--- src/rtl/bmb_pkg.sv ---
// Shared types and helpers for the mem_to_bmb bridge.
// Latency: n/a (declarations only).
// Backpressure: n/a.
package bmb_pkg;

  typedef enum logic [1:0] {
    ST_IDLE = 2'd0,
    ST_CMD  = 2'd1,
    ST_RSP  = 2'd2
  } mem_to_bmb_state_e;

  // BMB size field is log2 of the byte count of one beat.
  function automatic int bmb_size_for(input int data_size);
    return $clog2(data_size / 8);
  endfunction

  localparam logic BMB_UNCACHED_DEFAULT = 1'b1;

endpackage

--- src/rtl/bmb_cmd_reg.sv ---
// One-entry holding register for a BMB command payload.
// Latency: 1 cycle from in_valid to out_valid.
// Backpressure: in_ready is low while the entry is full; the payload is held until out_ready.
// Ports: clk_i/rst_i (sync, active-high); in_* load side; out_* drain side.
module bmb_cmd_reg #(
  parameter int AddrSize = 32,
  parameter int DataSize = 64
) (
  input  logic                    clk_i,
  input  logic                    rst_i,
  input  logic                    in_valid,
  output logic                    in_ready,
  input  logic [AddrSize-1:0]     in_addr,
  input  logic [DataSize-1:0]     in_data,
  input  logic [DataSize/8-1:0]   in_mask,
  input  logic                    in_wr,
  output logic                    out_valid,
  input  logic                    out_ready,
  output logic [AddrSize-1:0]     out_addr,
  output logic [DataSize-1:0]     out_data,
  output logic [DataSize/8-1:0]   out_mask,
  output logic                    out_wr
);

  logic full_q;

  assign in_ready  = !full_q;
  assign out_valid = full_q;

  always_ff @(posedge clk_i) begin
    if (rst_i) begin
      full_q   <= 1'b0;
      out_addr <= '0;
      out_data <= '0;
      out_mask <= '0;
      out_wr   <= 1'b0;
    end else if (in_valid && in_ready) begin
      full_q   <= 1'b1;
      out_addr <= in_addr;
      out_data <= in_data;
      out_mask <= in_mask;
      out_wr   <= in_wr;
    end else if (out_valid && out_ready) begin
      // Payload is left in place; only the valid flag drops.
      full_q <= 1'b0;
    end
  end

endmodule

--- src/rtl/mem_to_bmb.sv ---
// Bridges a req/gnt memory initiator onto a BMB initiator, one transaction in flight.
// Latency: read gnt->rvalid 3 cycles, write 2 cycles (ready=1, 1-cycle responder).
// Backpressure: mem_gnt only in IDLE; command held stable until bmb_cmd_ready; rsp has none.
// Ports: mem_* requester side, bmb_cmd_* / bmb_rsp_* BMB side, spurious_rsp_o sticky error.
// Optional: define MEM_TO_BMB_TIMEOUT_EN to abandon reads after TimeoutCycles RSP cycles.
module mem_to_bmb
  import bmb_pkg::*;
#(
  parameter int AddrSize      = 32,
  parameter int DataSize      = 64,
  parameter int PayloadBits   = 2,
  parameter int TimeoutCycles = 256
) (
  input  logic                   clk_i,
  input  logic                   rst_i,
  input  logic                   mem_req,
  output logic                   mem_gnt,
  input  logic [AddrSize-1:0]    mem_addr,
  input  logic [DataSize-1:0]    mem_wdata,
  input  logic [DataSize/8-1:0]  mem_strb,
  input  logic                   mem_we,
  output logic                   mem_rvalid,
  output logic [DataSize-1:0]    mem_rdata,
  output logic                   mem_err,
  output logic                   bmb_cmd_valid,
  input  logic                   bmb_cmd_ready,
  output logic [AddrSize-1:0]    bmb_cmd_payload_address,
  output logic [PayloadBits-1:0] bmb_cmd_payload_size,
  output logic                   bmb_cmd_payload_wr,
  output logic                   bmb_cmd_payload_uncached,
  output logic [DataSize-1:0]    bmb_cmd_payload_data,
  output logic [DataSize/8-1:0]  bmb_cmd_payload_mask,
  output logic                   bmb_cmd_payload_last,
  input  logic                   bmb_rsp_valid,
  input  logic [DataSize-1:0]    bmb_rsp_payload_data,
  input  logic                   bmb_rsp_payload_last,
  input  logic                   bmb_rsp_payload_error,
  output logic                   spurious_rsp_o
);

  mem_to_bmb_state_e state_q, state_d;

  logic                  cmd_push;
  logic                  cmd_in_ready;
  logic                  cmd_fire;
  logic [DataSize/8-1:0] cmd_mask;
  logic                  timeout_hit;
  logic                  rvalid_q;
  logic [DataSize-1:0]   rdata_q;
  logic                  err_q;
  logic                  spurious_q;
  logic                  unused_sigs;

  assign bmb_cmd_payload_size     = PayloadBits'(bmb_size_for(DataSize));
  assign bmb_cmd_payload_uncached = BMB_UNCACHED_DEFAULT;
  assign bmb_cmd_payload_last     = 1'b1;

  assign mem_gnt  = (state_q == ST_IDLE);
  assign cmd_push = mem_gnt && mem_req;
  // Reads always fetch the full beat, so only writes carry the requester strobes.
  assign cmd_mask = mem_we ? mem_strb : '1;
  assign cmd_fire = bmb_cmd_valid && bmb_cmd_ready;

  // The entry is empty whenever the FSM is in IDLE, so in_ready adds nothing to the push.
  assign unused_sigs = ^{bmb_rsp_payload_last, cmd_in_ready};

  bmb_cmd_reg #(
    .AddrSize(AddrSize),
    .DataSize(DataSize)
  ) u_cmd_reg (
    .clk_i    (clk_i),
    .rst_i    (rst_i),
    .in_valid (cmd_push),
    .in_ready (cmd_in_ready),
    .in_addr  (mem_addr),
    .in_data  (mem_wdata),
    .in_mask  (cmd_mask),
    .in_wr    (mem_we),
    .out_valid(bmb_cmd_valid),
    .out_ready(bmb_cmd_ready),
    .out_addr (bmb_cmd_payload_address),
    .out_data (bmb_cmd_payload_data),
    .out_mask (bmb_cmd_payload_mask),
    .out_wr   (bmb_cmd_payload_wr)
  );

`ifdef MEM_TO_BMB_TIMEOUT_EN
  localparam int CntW = $clog2(TimeoutCycles + 1);
  logic [CntW-1:0] to_cnt_q;

  always_ff @(posedge clk_i) begin
    if (rst_i) begin
      to_cnt_q <= '0;
    end else if (state_q == ST_CMD && cmd_fire) begin
      to_cnt_q <= '0;
    end else if (state_q == ST_RSP && !bmb_rsp_valid) begin
      to_cnt_q <= to_cnt_q + 1'b1;
    end
  end

  // Fires on the RSP cycle that brings the count to TimeoutCycles; a response
  // in the same cycle takes priority.
  assign timeout_hit = (state_q == ST_RSP) && !bmb_rsp_valid &&
                       (to_cnt_q == CntW'(TimeoutCycles - 1));
`else
  assign timeout_hit = 1'b0;
`endif

  always_ff @(posedge clk_i) begin
    if (rst_i) state_q <= ST_IDLE;
    else       state_q <= state_d;
  end

  always_comb begin
    state_d = state_q;
    case (state_q)
      ST_IDLE: if (mem_req) state_d = ST_CMD;
      ST_CMD:  if (cmd_fire) state_d = bmb_cmd_payload_wr ? ST_IDLE : ST_RSP;
      ST_RSP:  if (bmb_rsp_valid || timeout_hit) state_d = ST_IDLE;
      default: state_d = ST_IDLE;
    endcase
  end

  always_ff @(posedge clk_i) begin
    if (rst_i) begin
      rvalid_q   <= 1'b0;
      rdata_q    <= '0;
      err_q      <= 1'b0;
      spurious_q <= 1'b0;
    end else begin
      rvalid_q <= 1'b0;
      if (state_q == ST_CMD && cmd_fire && bmb_cmd_payload_wr) begin
        rvalid_q <= 1'b1;
        rdata_q  <= '0;
        err_q    <= 1'b0;
      end else if (state_q == ST_RSP && bmb_rsp_valid) begin
        rvalid_q <= 1'b1;
        rdata_q  <= bmb_rsp_payload_data;
        err_q    <= bmb_rsp_payload_error;
      end else if (timeout_hit) begin
        rvalid_q <= 1'b1;
        rdata_q  <= '0;
        err_q    <= 1'b1;
      end
      // Covers the read-handshake cycle too: a response cannot precede its command.
      if (bmb_rsp_valid && state_q != ST_RSP) spurious_q <= 1'b1;
    end
  end

  assign mem_rvalid     = rvalid_q;
  assign mem_rdata      = rdata_q;
  assign mem_err        = err_q;
  assign spurious_rsp_o = spurious_q;

endmodule
--- config.mk ---
export PLATFORM = sky130hd
export DESIGN_NAME = mem_to_bmb
export DESIGN_NICKNAME = d
export VERILOG_FILES = /design/src/rtl/bmb_pkg.sv /design/src/rtl/bmb_cmd_reg.sv /design/src/rtl/mem_to_bmb.sv
export SDC_FILE = /design/constraint.sdc
export NUM_CORES = 1
export LEC_CHECK = 0
export ABC_AREA = 1
export CAP_MARGIN = 25
export CORE_AREA = 2 2 137 139
export CTS_CLUSTER_DIAMETER = 150
export DETAILED_ROUTE_END_ITERATION = 12
export DIE_AREA = 0 0 139 141
export DONT_BUFFER_PORTS = 1
export PLACE_DENSITY = 0.7
export SLEW_MARGIN = 20
export SYNTH_ARGS = -nofsm -noshare
export SYNTH_HDL_FRONTEND = slang
export SYNTH_HIERARCHICAL = 1
export SYNTH_SLANG_ARGS = --single-unit
--- constraint.sdc ---
create_clock -name clk_i -period 1.6 [get_ports clk_i]
set_input_delay 0.32 -clock clk_i [delete_from_list [all_inputs] [get_ports clk_i]]
set_output_delay 0.32 -clock clk_i [all_outputs]
set_load 0.02 [all_outputs]
==> results of run 1 <==
[layer usage]
metal | vias to the layer above | part of all wire (%) | global-route usage [%]
li1 | 3410 | - | -
met1 | 2908 | 40 | 22.2
met2 | 263 | 48 | 31.9
met3 | 28 | 9.6 | 7.37
met4 | 0 | 2.2 | 6.86
met5 | - | 0 | 0
[area by class of cell]
| class | instances | area share, % |
|---|---|---|
| repair buffers | 28 | 3.70 |
| inverters | 189 | 8.39 |
| multi-input cells | 715 | 35.8 |
| flip-flops and latches | 175 | 41.4 |
| clock buffers | 18 | 5.19 |
| clock inverters | 14 | 2.04 |
| well taps | 234 | 3.46 |
[how the worst min path moves through the flow]
stage,from,cells after the start,endpoint
floorplan,rst_i,1,mem_rvalid$_SDFF_PP0_
global placement,rst_i,1,u_cmd_reg/out_valid$_SDFFE_PP0P_
detailed placement,rst_i,1,u_cmd_reg/out_valid$_SDFFE_PP0P_
CTS,bmb_rsp_valid,2,spurious_rsp_o$_SDFFE_PP0P_
global route,bmb_cmd_ready,3,u_cmd_reg/out_valid$_SDFFE_PP0P_
finish,bmb_rsp_valid,2,spurious_rsp_o$_SDFFE_PP0P_
[cells by family (layout without fill, tap and decap cells)]
kind of cell,Yosys count,count (layout),share of synthesized area (%)
flip-flops,175,175,45.3
AND/OR/NAND/NOR,707,707,38.5
other,1,4,0.0485
buffers and inverters,276,249,15.9
AO/OA/AOI/OAI,4,4,0.259
[power breakdown]
| group | leakage (uW) | switching, uW | internal, uW | total (uW) |
|---|---|---|---|---|
| Clock | 0.000296 | 1920 | 2280 | 4200 |
| Sequential | 0.00143 | 644 | 4690 | 5330 |
| Combinational | 0.00250 | 830 | 455 | 1290 |
| Total | 0.00423 | 3390 | 7430 | 10800 |
[placed cells by master (no fill, tap or decap), drive strengths merged]
| master | instances |
|---|---|
| buf | 27 |
| a21oi | 4 |
| dfxtp | 175 |
| nand4 | 65 |
| inv | 195 |
| nand3 | 108 |
| clkinvlp | 1 |
| clkinv | 6 |
| nand2 | 253 |
| bufinv | 1 |
| nand3b | 1 |
| conb | 4 |
| dlygate4sd3 | 1 |
| nor2 | 280 |
| clkbuf | 18 |
[sequential cells by signal, summed over array words and instances, names as in the netlist]
| register | cells |
|---|---|
| u_cmd_reg/out_wr | 1 |
| u_cmd_reg/out_data | 64 |
| spurious_rsp_o | 1 |
| mem_rvalid | 1 |
| u_cmd_reg/out_valid | 1 |
| u_cmd_reg/out_mask | 8 |
| state_q | 2 |
| mem_err | 1 |
| mem_rdata | 64 |
| u_cmd_reg/out_addr | 32 |
[metrics by stage]
step | worst slack (ns) | TNS [ns] | instance area (um^2) | power (uW)
2_1_floorplan | -0.00198 | -0.0989 | 7770 | 6460
3_3_place_gp | 0.224 | 0 | 7840 | 6690
3_5_place_dp | 0.174 | 0 | 7840 | 6730
4_1_cts | 0.157 | 0 | 8460 | 11000
5_1_grt | 0.0267 | 0 | 8460 | 11300
6_report | 0.162 | 0 | 8460 | 10800
[Yosys cell counts]
cell	count	area, um^2
sky130_fd_sc_hd__buf_6	9	101
sky130_fd_sc_hd__conb_1	1	3.75
sky130_fd_sc_hd__nand3b_1	1	7.51
sky130_fd_sc_hd__clkbuf_1	20	75.1
sky130_fd_sc_hd__buf_1	8	30.0
sky130_fd_sc_hd__inv_2	4	15.0
sky130_fd_sc_hd__buf_2	25	125
sky130_fd_sc_hd__inv_1	184	691
sky130_fd_sc_hd__nor2_1	278	1040
sky130_fd_sc_hd__a21oi_1	4	20.0
sky130_fd_sc_hd__nand3_1	106	531
sky130_fd_sc_hd__dfxtp_1	175	3500
sky130_fd_sc_hd__nor2_4	2	22.5
sky130_fd_sc_hd__nand2_1	253	950
sky130_fd_sc_hd__nand4_1	65	407
sky130_fd_sc_hd__nand3_2	2	20.0
sky130_fd_sc_hd__clkinv_1	1	3.75
sky130_fd_sc_hd__buf_4	25	188
==> tab_implementation.tex, run 1 <==
\begin{tabular}{lr}
\hline
Metric & Value \\
\hline
\multicolumn{2}{l}{\textbf{Job}} \\
Total of max-cap violations & 0 \\
\multicolumn{2}{l}{\textbf{Logic synthesis}} \\
Synth Warn \# & 6 \\
Flip-flop and latch count after synthesis & 175 \\
Cell Area, Synth & 7740 um\^{}2 \\
Mean post-synth cell area & 6.65 um\^{}2 \\
Sequential element share of the synthesized area & 45.3\% \\
Post-Synthesis Cells & 1,163 \\
Cell variety after synth & 18 \\
\multicolumn{2}{l}{\textbf{Drt}} \\
DRC violation count after routing & 0 \\
Number of vias in the routed layout & 6,609 \\
Count of antenna-violating nets left after detailed routing & 0 \\
Post-detailed-route wirelength per cell & 14.2 um \\
Avg Vias per Cell & 4.81 \\
Final wirelength & 19.5 mm \\
First drt pass iteration count & 4 \\
Initial DRC count & 411 \\
\multicolumn{2}{l}{\textbf{Cells and area}} \\
Proportion of layout cells with a drive suffix above 1 & 6.32\% \\
Area Overhead vs Synth & 9.32\% \\
FF+latch area & 3500 um\^{}2 \\
Final net count & 1,302 \\
Area of the multi-input gates & 3030 um\^{}2 \\
Non-filler cells, final & 1,373 \\
Final core utilization & 46.3\% \\
Fill cell instance count of the final layout & 1,878 \\
Number of antenna diodes & 0 \\
\multicolumn{2}{l}{\textbf{Critical path}} \\
Crit path capture type & flop \\
Delay contributed by the slowest stage of the critical path & 0.37 ns \\
Critical-path cell with the highest stage delay & sky130\_fd\_sc\_hd\_\_dfxtp\_2 \\
Length in cells of the worst reg-to-reg path & 8 \\
Worst Setup EP & u\_cmd\_reg/out\_data[21]\$\_SDFFE\_PP0P\_ \\
Worst endpoint data arrival time & 1.78 ns \\
Worst-path fanout max & 24 \\
Chain of cells forming the critical path & nor2\_4 > nand2\_1 > inv\_2 > inv\_2 > nor2\_4 > buf\_4 > nor2\_1 > nor2\_1 \\
Number of cells on the critical path & 8 \\
Setup slack on the worst flop-to-flop path & 0.16 ns \\
CP Buf/Inv Count & 3 \\
Cell class contributing the biggest share of worst-path delay & simple AND/OR/NAND/NOR gates \\
Capture instance of the worst register-to-register path & u\_cmd\_reg/out\_data[21]\$\_SDFFE\_PP0P\_ \\
Worst setup path class & flop to flop \\
Start point of the critical path & state\_q[1]\$\_SDFFE\_PP0P\_ \\
CP Data Required Time & 1.94 ns \\
Launching element type of the critical path & flop \\
Worst R2R Start & state\_q[1]\$\_SDFFE\_PP0P\_ \\
\multicolumn{2}{l}{\textbf{Clocking}} \\
Clock insertion delay at the later pin of the skew report & 0.41 ns \\
Master cell of the clock root buffer & sky130\_fd\_sc\_hd\_\_clkbuf\_16 \\
Count of cells resized by post-cts repair & 0 \\
CTS Hold Bufs & 1 \\
Clock-pin transition on the worst setup and hold timing paths & 0.07 ns \\
Buffers inserted by post-CTS timing repair & 0 \\
H-Tree Level Count & 4 \\
TritonCTS clock tree & built \\
CTS max path bufs & 2 \\
Clock sinks & 175 \\
Total clock buffers created by CTS & 17 \\
\multicolumn{2}{l}{\textbf{Die}} \\
Count of pins on the block boundary & 354 \\
Die boundary height & 141 um \\
Row count & 50 \\
Initial Utilization & 42.3\% \\
Die X & 139 um \\
Floorplan die area & 19,600 um\^{}2 \\
Core region area & 18,300 um\^{}2 \\
\multicolumn{2}{l}{\textbf{Timing}} \\
Final Max Slew Viols & 0 \\
Worst hold margin & 0.0713 ns \\
Final period utilization & 89.9\% \\
Setup Skew & 0.00881 ns \\
Fmax achieved & 695 MHz \\
Setup violation total in the final timing report & 0 \\
Setup repair after global routing missed its margin & no \\
Fin. Hold Viols & 0 \\
Minimum period implied by the final worst setup slack & 1.44 ns \\
\multicolumn{2}{l}{\textbf{Placement}} \\
Half-perimeter wire length after placement & 13.6 mm \\
Port Buf Inserts & 0 \\
Cell count after placement & 1,340 \\
RD Place Congestion & 0.816 \\
\multicolumn{2}{l}{\textbf{Global routing}} \\
Maximum number of pins on one net before global-route repair & 69 \\
Antenna violations before repair & 0 \\
Total gr overflow & 0 \\
Via count of the first global-routing pass & 6,085 \\
Gr usage total & 19.0\% \\
Global-route wire length before repair & 30.7 mm \\
\multicolumn{2}{l}{\textbf{Power and ir drop}} \\
Leakage & 0.00423 uW \\
Highest ir drop seen on vdd & 0.000660 V \\
Power density over the cells & 1280 nW/um\^{}2 \\
\multicolumn{2}{l}{\textbf{Hold path}} \\
Path category of the worst min-delay check & primary input to flop \\
\multicolumn{2}{l}{\textbf{Run status}} \\
Result of the run & finished clean \\
\hline
\end{tabular}
No activity file was read; power rests on OpenSTA's default activity.
==> run 2: changes to the inputs <==
--- a/config.mk
+++ b/config.mk
@@ -13,7 +13,6 @@
 export DIE_AREA = 0 0 139 141
 export DONT_BUFFER_PORTS = 1
 export PLACE_DENSITY = 0.7
-export SLEW_MARGIN = 20
 export SYNTH_ARGS = -nofsm -noshare
 export SYNTH_HDL_FRONTEND = slang
 export SYNTH_HIERARCHICAL = 1
==> results of run 2 <==
Same layout as run 1: the final DEF is identical, and so are final timing and power.
==> run 3: changes to the inputs <==
--- a/config.mk
+++ b/config.mk
@@ -7,12 +7,12 @@
 export LEC_CHECK = 0
 export ABC_AREA = 1
 export CAP_MARGIN = 25
-export CORE_AREA = 2 2 137 139
+export CORE_AREA = 2 2 136 138
 export CTS_CLUSTER_DIAMETER = 150
 export DETAILED_ROUTE_END_ITERATION = 12
-export DIE_AREA = 0 0 139 141
+export DIE_AREA = 0 0 138 140
 export DONT_BUFFER_PORTS = 1
-export PLACE_DENSITY = 0.7
+export PLACE_DENSITY = 0.69
 export SYNTH_ARGS = -nofsm -noshare
 export SYNTH_HDL_FRONTEND = slang
 export SYNTH_HIERARCHICAL = 1
==> constraint.sdc (replaced) <==
create_clock -name clk_i -period 1.4 [get_ports clk_i]
set_input_delay 0.28 -clock clk_i [delete_from_list [all_inputs] [get_ports clk_i]]
set_output_delay 0.28 -clock clk_i [all_outputs]
set_load 0.02 [all_outputs]
==> tab_implementation.tex, run 3 (same netlist as run 1, synthesis figures left out) <==
\begin{tabular}{lr}
\hline
Metric & Value \\
\hline
\multicolumn{2}{l}{\textbf{Die}} \\
Floorplan die area & 19,300 um\^{}2 (was 19,600 um\^{}2) \\
Count of pins on the block boundary & 354 (unchanged) \\
Core region area & 17,800 um\^{}2 (was 18,300 um\^{}2) \\
Row count & 49 (was 50) \\
Die boundary height & 140 um (was 141 um) \\
Initial Utilization & 43.5\% (was 42.3\%) \\
Die X & 138 um (was 139 um) \\
\multicolumn{2}{l}{\textbf{Power and ir drop}} \\
Switching fraction of total power & 30.7\% (was 31.4\%) \\
Leakage & 0.00432 uW (was 0.00423 uW) \\
Portion of total power attributed to sequential cells & 48.7\% (was 49.3\%) \\
Internal power & 8680 uW (was 7430 uW) \\
Logic gate share of total power & 13.3\% (was 11.9\%) \\
Highest ir drop seen on vdd & 0.000803 V (was 0.000660 V) \\
Switching power of the nets & 3840 uW (was 3390 uW) \\
Power density over the cells & 1450 nW/um\^{}2 (was 1280 nW/um\^{}2) \\
Proportion of power drawn by the clock network & 38.0\% (was 38.8\%) \\
\multicolumn{2}{l}{\textbf{Clocking}} \\
H-Tree Level Count & 4 (unchanged) \\
Clock sinks & 175 (unchanged) \\
Clock-pin transition on the worst setup and hold timing paths & 0.07 ns (about the same) \\
CTS max path bufs & 2 (unchanged) \\
Master cell of the clock root buffer & sky130\_fd\_sc\_hd\_\_clkbuf\_16 (unchanged) \\
TritonCTS clock tree & built (unchanged) \\
Clock insertion delay at the later pin of the skew report & 0.42 ns (was 0.41 ns) \\
Total clock buffers created by CTS & 17 (unchanged) \\
\multicolumn{2}{l}{\textbf{Cells and area}} \\
Most used cells in the layout excluding fill and tap cells & sky130\_fd\_sc\_hd\_\_nor2\_1, sky130\_fd\_sc\_hd\_\_nand2\_1, sky130\_fd\_sc\_hd\_\_inv\_1 (unchanged) \\
Design Area, Final & 8640 um\^{}2 (was 8460 um\^{}2) \\
Non-filler cells, final & 1,377 (was 1,373) \\
Final net count & 1,312 (was 1,302) \\
Fill cell instance count of the final layout & 1,852 (was 1,878) \\
Area Overhead vs Synth & 11.7\% (was 9.32\%) \\
Number of antenna diodes & 0 (unchanged) \\
Proportion of layout cells with a drive suffix above 1 & 7.14\% (was 6.32\%) \\
Most common cell after layout, fill and taps aside & sky130\_fd\_sc\_hd\_\_nor2\_1 (unchanged) \\
\multicolumn{2}{l}{\textbf{Global routing}} \\
Via count of the first global-routing pass & 6,274 (was 6,085) \\
Maximum number of pins on one net before global-route repair & 69 (unchanged) \\
Total gr overflow & 0 (unchanged) \\
Antenna violations before repair & 0 (unchanged) \\
Global-route wire length before repair & 32.6 mm (was 30.7 mm) \\
Gr usage total & 20.5\% (was 19.0\%) \\
\multicolumn{2}{l}{\textbf{Drt}} \\
DRC violation count after routing & 0 (unchanged) \\
Number of vias in the routed layout & 6,766 (was 6,609) \\
First drt pass iteration count & 5 (was 4) \\
Initial DRC count & 425 (was 411) \\
Final wirelength & 21.0 mm (was 19.5 mm) \\
Post-detailed-route wirelength per cell & 15.3 um (was 14.2 um) \\
Avg Vias per Cell & 4.91 (was 4.81) \\
Count of antenna-violating nets left after detailed routing & 0 (unchanged) \\
\multicolumn{2}{l}{\textbf{Timing}} \\
Fmax achieved & 738 MHz (was 695 MHz) \\
Fin. Hold Viols & 0 (unchanged) \\
Worst Setup Slack, final & 0.0455 ns (was 0.162 ns) \\
Setup repair after global routing missed its margin & yes (was no) \\
Final Max Slew Viols & 0 (unchanged) \\
Minimum period implied by the final worst setup slack & 1.35 ns (was 1.44 ns) \\
Setup Skew & 0.0112 ns (was 0.00881 ns) \\
Final period utilization & 96.8\% (was 89.9\%) \\
Setup violation total in the final timing report & 0 (unchanged) \\
\multicolumn{2}{l}{\textbf{Hold path}} \\
Path category of the worst min-delay check & primary input to flop (unchanged) \\
\multicolumn{2}{l}{\textbf{Placement}} \\
Port Buf Inserts & 0 (unchanged) \\
Half-perimeter wire length after placement & 13.6 mm (about the same) \\
RD Place Congestion & 0.798 (was 0.816) \\
Area post-placement & 7910 um\^{}2 (was 7840 um\^{}2) \\
Worst slack at placement & 0.0199 ns (was 0.174 ns) \\
Cell count after placement & 1,335 (was 1,340) \\
\multicolumn{2}{l}{\textbf{Critical path}} \\
Worst-path fanout max & 12 (was 24) \\
CP Data Required Time & 1.76 ns (was 1.94 ns) \\
Crit path capture type & flop (unchanged) \\
Launching element type of the critical path & flop (unchanged) \\
Worst endpoint data arrival time & 1.71 ns (was 1.78 ns) \\
Worst setup path class & flop to flop (unchanged) \\
\multicolumn{2}{l}{\textbf{Job}} \\
Total of max-cap violations & 0 (unchanged) \\
\multicolumn{2}{l}{\textbf{Run status}} \\
Result of the run & finished clean (unchanged) \\
\hline
\end{tabular}
## run 3: path summary, 6_finish.rpt
kind,startpoint,endpoint,slack [ns],cells past startpoint
max,state_q[0]$_SDFFE_PP0P_,u_cmd_reg/out_addr[14]$_SDFFE_PP0P_,0.05,9
min,bmb_rsp_valid,spurious_rsp_o$_SDFFE_PP0P_,0.04,2
max reg2reg,state_q[0]$_SDFFE_PP0P_,u_cmd_reg/out_addr[14]$_SDFFE_PP0P_,0.05,9
min reg2reg,u_cmd_reg/out_addr[29]$_SDFFE_PP0P_,u_cmd_reg/out_addr[29]$_SDFFE_PP0P_,0.57,2
## run 3: layout make-up
class / count / area, um^2 / area share (%)
clock buffer: 18 / 429 / 4.97
inverter: 189 / 714 / 8.27
timing repair buffer: 38 / 527 / 6.09
sequential: 175 / 3510 / 40.6
multi-input combinational: 715 / 3030 / 35.0
tap: 229 / 287 / 3.31
clock inverter: 13 / 153 / 1.77
## run 3: power groups by stage
stage | clock network [uW] | registers [uW] | logic (uW)
final | 4750 | 6100 | 1670
after global routing | 5090 | 6140 | 1920
after detailed placement | 0 | 6220 | 1530
after CTS | 4870 | 6100 | 1540
after global placement | 0 | 6210 | 1500
after floorplan | 0 | 6120 | 1280
## run 3: critical path, stage by stage (launching register included)
cell and delay, ns:
sky130_fd_sc_hd__dfxtp_2 0.34, sky130_fd_sc_hd__nor2_4 0.11, sky130_fd_sc_hd__nand2_2 0.08, sky130_fd_sc_hd__inv_4 0.10, sky130_fd_sc_hd__inv_4 0.04, sky130_fd_sc_hd__nor2_4 0.14, sky130_fd_sc_hd__buf_4 0.17, sky130_fd_sc_hd__buf_6 0.17
sky130_fd_sc_hd__nor2_1 0.06, sky130_fd_sc_hd__nor2_1 0.09
## run 3: repair_timing
action,4_1_cts,5_1_grt
setup endpoints to repair,0,104
buffers inserted,0,6
hold endpoints to repair,4,0
gates resized for setup,0,4
hold buffers,1,0
## run 3: stage by stage
step,hold WS [ns],TNS [ns],total power [uW],util (%)
detailed placement,0.357,0,7740,44.5
global placement,0.353,0,7710,44.5
CTS,0.00350,0,12500,47.8
finish,0.0399,0,12500,48.6
global route,0.0353,-1.74,13100,48.6
floorplan,0.349,-16.25,7400,-
## run 3: layer usage
metal / vias to the layer above / wire length (um) / track usage, %
met1: 3006 / 8590 / 25.1
met3: 29 / 2060 / 7.73
li1: 3427 / - / -
met5: - / 0 / 0
met4: 0 / 447 / 7.36
met2: 304 / 9940 / 33.3
